<file path="src/rtl/vram_arbiter_pkg.sv">
// Shared video timing constants, write payload type and arbiter state encoding
// for the VRAM port arbiter and its blanking-window decoder.
package vram_arbiter_pkg;

  localparam int unsigned AW        = 12;
  localparam int unsigned DW        = 8;
  localparam int unsigned HCNT_W    = 11;
  localparam int unsigned VCNT_W    = 10;

  localparam int unsigned H_ACT_LO  = 144;
  localparam int unsigned H_ACT_HI  = 783;
  localparam int unsigned V_ACT_LO  = 35;
  localparam int unsigned V_ACT_HI  = 514;
  localparam int unsigned GUARD     = 4;

  localparam int unsigned MAX_BURST = 8;
  localparam int unsigned BCNT_W    = $clog2(MAX_BURST + 1);

  typedef enum logic [1:0] {
    IDLE    = 2'd0,
    BURST_A = 2'd1,
    BURST_B = 2'd2
  } arb_state_e;

  typedef enum logic {
    PTR_A = 1'b0,
    PTR_B = 1'b1
  } rr_ptr_e;

  typedef struct packed {
    logic [AW-1:0] addr;
    logic [DW-1:0] data;
  } wr_req_t;

endpackage

</file>
<file path="src/rtl/vram_window_decode.sv">
// Positional decode of the visible region and the write-safe blanking window
// from the horizontal/vertical timing counters.
module vram_window_decode
  import vram_arbiter_pkg::*;
#(
  parameter int unsigned H_LO = H_ACT_LO,
  parameter int unsigned H_HI = H_ACT_HI,
  parameter int unsigned V_LO = V_ACT_LO,
  parameter int unsigned V_HI = V_ACT_HI,
  parameter int unsigned GRD  = GUARD
) (
  input  logic [HCNT_W-1:0] hcnt,
  input  logic [VCNT_W-1:0] vcnt,
  output logic              vis_c,
  output logic              open_c
);

  logic h_act;
  logic v_act;
  logic h_guard;

  assign h_act   = (hcnt >= HCNT_W'(H_LO)) && (hcnt <= HCNT_W'(H_HI));
  assign v_act   = (vcnt >= VCNT_W'(V_LO)) && (vcnt <= VCNT_W'(V_HI));
  // Guard band only matters on lines that will turn visible
  assign h_guard = (hcnt >= HCNT_W'(H_LO - GRD)) && (hcnt < HCNT_W'(H_LO));

  assign vis_c  = h_act && v_act;
  assign open_c = !vis_c && !(v_act && h_guard);

endmodule

</file>
<file path="src/rtl/vram_arbiter.sv">
// Single-port VRAM arbiter: display fetch owns the port while visible, writers
// A and B share blanking time in round-robin bursts of up to MAX_BURST words.
module vram_arbiter
  import vram_arbiter_pkg::*;
(
  input  logic              CLK,
  input  logic              RST_N,
  input  logic [HCNT_W-1:0] HCNT,
  input  logic [VCNT_W-1:0] VCNT,
  input  logic [AW-1:0]     DISP_ADDR,
  input  logic              REQ_A,
  input  logic [AW-1:0]     ADDR_A,
  input  logic [DW-1:0]     DATA_A,
  input  logic              REQ_B,
  input  logic [AW-1:0]     ADDR_B,
  input  logic [DW-1:0]     DATA_B,
  output logic              GNT_A,
  output logic              GNT_B,
  output logic [AW-1:0]     MEM_ADDR,
  output logic [DW-1:0]     MEM_WDATA,
  output logic              MEM_WE,
  output logic              MEM_RE,
  output logic              DISP_VALID
);

  logic              vis_c;
  logic              open_c;
  arb_state_e        state;
  arb_state_e        state_nxt;
  rr_ptr_e           ptr;
  rr_ptr_e           ptr_nxt;
  rr_ptr_e           ptr_other;
  logic [BCNT_W-1:0] bcnt;
  logic [BCNT_W-1:0] bcnt_nxt;
  logic [BCNT_W-1:0] bcnt_inc;
  logic              req_cur;
  logic              gnt_a_c;
  logic              gnt_b_c;
  wr_req_t           wr_a;
  wr_req_t           wr_b;
  wr_req_t           wr_sel;

  vram_window_decode u_decode (
    .hcnt   (HCNT),
    .vcnt   (VCNT),
    .vis_c  (vis_c),
    .open_c (open_c)
  );

  assign wr_a      = {ADDR_A, DATA_A};
  assign wr_b      = {ADDR_B, DATA_B};
  assign wr_sel    = gnt_a_c ? wr_a : wr_b;
  assign bcnt_inc  = bcnt + BCNT_W'(1);
  assign ptr_other = (state == BURST_A) ? PTR_B : PTR_A;

  // Arbiter state, round-robin pointer and burst length
  always_ff @(posedge CLK or negedge RST_N) begin
    if (!RST_N) begin
      state <= IDLE;
      ptr   <= PTR_A;
      bcnt  <= '0;
    end else begin
      state <= state_nxt;
      ptr   <= ptr_nxt;
      bcnt  <= bcnt_nxt;
    end
  end

  always_comb begin
    state_nxt = state;
    ptr_nxt   = ptr;
    bcnt_nxt  = bcnt;
    req_cur   = 1'b0;
    gnt_a_c   = 1'b0;
    gnt_b_c   = 1'b0;
    unique case (state)
      IDLE: begin
        if (open_c && (REQ_A || REQ_B)) begin
          bcnt_nxt = '0;
          if (ptr == PTR_A) state_nxt = REQ_A ? BURST_A : BURST_B;
          else              state_nxt = REQ_B ? BURST_B : BURST_A;
        end
      end
      BURST_A, BURST_B: begin
        req_cur = (state == BURST_A) ? REQ_A : REQ_B;
        if (open_c && req_cur) begin
          gnt_a_c  = (state == BURST_A);
          gnt_b_c  = (state == BURST_B);
          bcnt_nxt = bcnt_inc;
          if (bcnt_inc == BCNT_W'(MAX_BURST)) begin
            state_nxt = IDLE;
            ptr_nxt   = ptr_other;
          end
        end else begin
          // Window closed or writer dropped out: hand the next turn over
          state_nxt = IDLE;
          ptr_nxt   = ptr_other;
        end
      end
      default: state_nxt = IDLE;
    endcase
  end

  assign GNT_A = gnt_a_c;
  assign GNT_B = gnt_b_c;

  // VRAM pin drive: a granted write wins, otherwise display fetch when visible
  always_ff @(posedge CLK or negedge RST_N) begin
    if (!RST_N) begin
      MEM_ADDR   <= '0;
      MEM_WDATA  <= '0;
      MEM_WE     <= 1'b0;
      MEM_RE     <= 1'b0;
      DISP_VALID <= 1'b0;
    end else begin
      DISP_VALID <= MEM_RE;
      if (gnt_a_c || gnt_b_c) begin
        MEM_WE    <= 1'b1;
        MEM_RE    <= 1'b0;
        MEM_ADDR  <= wr_sel.addr;
        MEM_WDATA <= wr_sel.data;
      end else if (vis_c) begin
        MEM_WE   <= 1'b0;
        MEM_RE   <= 1'b1;
        MEM_ADDR <= DISP_ADDR;
      end else begin
        MEM_WE <= 1'b0;
        MEM_RE <= 1'b0;
      end
    end
  end

endmodule

</file>
<file path="config.mk">
export PLATFORM = sky130hd
export DESIGN_NAME = vram_arbiter
export DESIGN_NICKNAME = d
export VERILOG_FILES = /design/src/rtl/vram_arbiter_pkg.sv /design/src/rtl/vram_window_decode.sv /design/src/rtl/vram_arbiter.sv
export SDC_FILE = /design/constraint.sdc
export NUM_CORES = 1
export LEC_CHECK = 0
export CORE_ASPECT_RATIO = 0.5
export CORE_MARGIN = 3
export CORE_UTILIZATION = 30
export CTS_BUF_LIST = sky130_fd_sc_hd__clkbuf_4
export CTS_CLUSTER_SIZE = 8
export DETAILED_ROUTE_END_ITERATION = 8
export PLACE_DENSITY_LB_ADDON = 0.3
export SLEW_MARGIN = 10
export SYNTH_ARGS = -nofsm -noshare
export SYNTH_HDL_FRONTEND = slang
export SYNTH_HIERARCHICAL = 1
export SYNTH_SLANG_ARGS = --single-unit
</file>
<file path="constraint.sdc">
create_clock -name CLK -period 2.15 [get_ports CLK]
set_input_delay 0.215 -clock CLK [delete_from_list [all_inputs] [get_ports CLK]]
set_output_delay 0.215 -clock CLK [all_outputs]
set_load 0.03 [all_outputs]
</file>
==> results.cfg <==
[status]
status = completed

[cells_and_area]
syn2layout_area_growth_pct = 78.43
fin_area_mm2 = 0.003063
stdcell_count = 381
drive_above_1_share = 0.1479
num_antenna_cells = 0
fin_nets = 391

[synthesis]
ys_seq_elements = 30
seq_area_frac_synth = 0.4373
netlist_area_mm2 = 0.001717
synth_top_area_frac = 0.4373
async_flop_share = 1.000
syn_inst = 193
synth_ff_type = dfrtp_1
ys_top_cells_by_count = nand2_1 (48), dfrtp_1 (30), a31oi_1 (20), nor2b_1 (14), a211oi_1 (13)
syn_nets = 274
synthDistinctLibCells = 37
avgSynthCellArea_um2 = 8.895
ys_warn_count = 6
yosysMostFrequentCell = nand2_1
synth_top_area_cell = dfrtp_1
ys_top_cells_by_area = dfrtp_1 (44%), nand2_1 (10%), a31oi_1 (7.3%)
synth_edf_count = 0

[sta]
timing.final.ws_setup_ps = 98.24
finalHoldViolCount = 0
fmax_ghz = 0.4874
finalCritPeriodShare = 0.9543
period_needed_ps = 2052
final-setup-viol-count = 0
slew_viol_final = 0
rsz0062_at_grt = false
relSlewSlack = 0.7434
finClkSkew_ps = 10.07
worst_pin_slew_ps = 384.9
finalSetupTns_ps = 0

[power_and_ir_drop]
p_total_w = 0.003271
cellPowerDensity_mw_per_mm2 = 1068
ir_drop_uv = 616.3
power.leakage_nw = 1.312

[grt]
grt.overflow.total = 0
antenna_found_initial = 0
grt.total_usage = 0.1611
grt_pass1_wl_um = 8604
grt_max_degree = 31
grt_pass1_vias = 1861

[floorplan]
rows = 18
die_w_um = 113.0
initial_utilization = 0.3285
core-area_mm2 = 0.005225
io_pins = 102
die_y_um = 59.49
dieArea_mm2 = 0.006721

[critical_path]
r2r_slack_ps = 310
timing.rr.end = bcnt[0]$_DFFE_PN0P_
cp-start-kind = input pin
critPathCaptureType = output port
rr_startpoint = state[1]$_DFFE_PN0P_
arrival_ps = 1840
worstPathRequired_ps = 1930
crit_buf_inv = 2
worstSetupPathType = input pin to output port
slowest_stage = or3_4
slowest_delay_ps = 390
crit_family = simple AND/OR/NAND/NOR gates
reg2reg_depth = 6
crit_path_max_fanout = 3
path_cells = dlygate4sd2_1 > or3_4 > a21o_1 > a211o_1 > o211ai_2 > nand2_2 > nor2_4 > and2_4 > buf_12

[job]
maxCapViolCount = 0

[drt]
ant_nets = 0
wl_per_cell_um = 13.95
via_count = 1814
totalWireLength_um = 5314
drt_pre_antenna_iters = 6
drt-vias-per-instance = 4.761
first_iter_violations = 73
drc = 0

[clock_tree]
tritoncts = yes
cts_hold_buf = 0
cts_max_level = 2
clkTransAtPathRegs_ps = 100
cts_buffers = 5
cts_sinks = 30
cts_root_buffer = clkbuf_4
cts_buffer_depth = 2
clk_latency_ps = 340

[place]
pre_cts_slack_ps = -327.6
dp_hpwl_um = 3970
gp_congestion = 0.7603
post-place-cells = 365
place_area_mm2 = 0.002924
portBuffers = 99

[worst_hold_path]
hold_path.class = input pin to async pin
-- worst reg2reg max path: stages (launching register included) --
cell     delay, ps
dfrtp_1        390
inv_1           70
ha_1           270
mux2i_4        240
buf_4          170
a211o_1        340
mux2_4         270
-- timing repair --
action / 4_1_cts / 5_1_grt
setup endpoints to repair: 2 / 2
setup buffers: 5 / 3
gates resized for setup: 14 / 3
pin swaps: 10 / 6
gates cloned: 0 / 0
-- layout make-up --
cell class	count	area, um^2
Clock buffer	6	45.04
Inverter	5	18.77
Multi-Input combinational cell	148	940.9
Clock inverter	2	8.758
Timing Repair Buffer	120	1211
Sequential cell	30	750.7
Tap cell	70	87.58
Fill cell	466	2162
-- metal layers --
layer | up-vias | GRT usage | routed length, um
li1 | 926 | - | -
met1 | 849 | 0.1896 | 2191
met2 | 34 | 0.2963 | 2888
met3 | 5 | 0.03772 | 194
met4 | 0 | 0.05308 | 39
met5 | - | 0 | 0
-- cell families (layout without fill, tap and decap cells) --
logic type	count (synthesis)	in the layout	synth area share
DFF	30	30	0.4373
xor gates and xnor gates	1	1	0.005103
muxes	3	3	0.02113
AOI/OAI and AO/OA	53	53	0.2325
adders and majority gates	4	4	0.02916
and+or+nand+nor	87	87	0.2369
buffers and inverters	15	133	0.03789
-- registers in the layout, summed over array words and instances (netlist names) --
name	cells
MEM_ADDR	12
MEM_WDATA	8
bcnt	4
state	2
DISP_VALID	1
MEM_RE	1
MEM_WE	1
ptr	1
-- cell usage in the layout, fill, tap and decap left out, types with 3 or more instances in the layout --
cell	n
dfrtp_1	30
clkbuf_4	6
nor2_1	10
nor2b_1	14
dlygate4sd2_1	8
nand2_1	47
a211oi_1	13
buf_4	17
clkdlybuf4s50_1	88
nand3b_1	3
a31oi_1	20
or3_4	3
inv_1	4
buf_12	6
ha_1	4
-- power by group --
part	leakage [nW]	switching, W	internal [W]
combinational	0.911	0.00105	0.000946
clock	0.0331	0.000201	0.000135
sequential	0.368	0.000136	0.000806
total	1.31	0.00138	0.00189
-- worst max path at each step --
| stage | from | to | slack, ps | cells past startpoint |
|---|---|---|---|---|
| after floorplan | HCNT[5] | GNT_B | 160 | 7 |
| after global placement | HCNT[5] | bcnt[0]$_DFFE_PN0P_ | -290 | 8 |
| after detailed placement | HCNT[5] | MEM_ADDR[9]$_DFFE_PN0P_ | -330 | 10 |
| after CTS | VCNT[6] | GNT_B | 10 | 9 |
| after global routing | state[1]$_DFFE_PN0P_ | GNT_B | 20 | 6 |
| final | HCNT[6] | GNT_B | 100 | 9 |
-- stage by stage --
stage	util	hold WS (ps)
after floorplan	-	-80.59
after global placement	0.5596	361.8
after detailed placement	0.5596	361.5
after CTS	0.5788	257.5
after global routing	0.5862	273.1
final	0.5862	262.5
No activity file was read; power rests on OpenSTA's default activity.
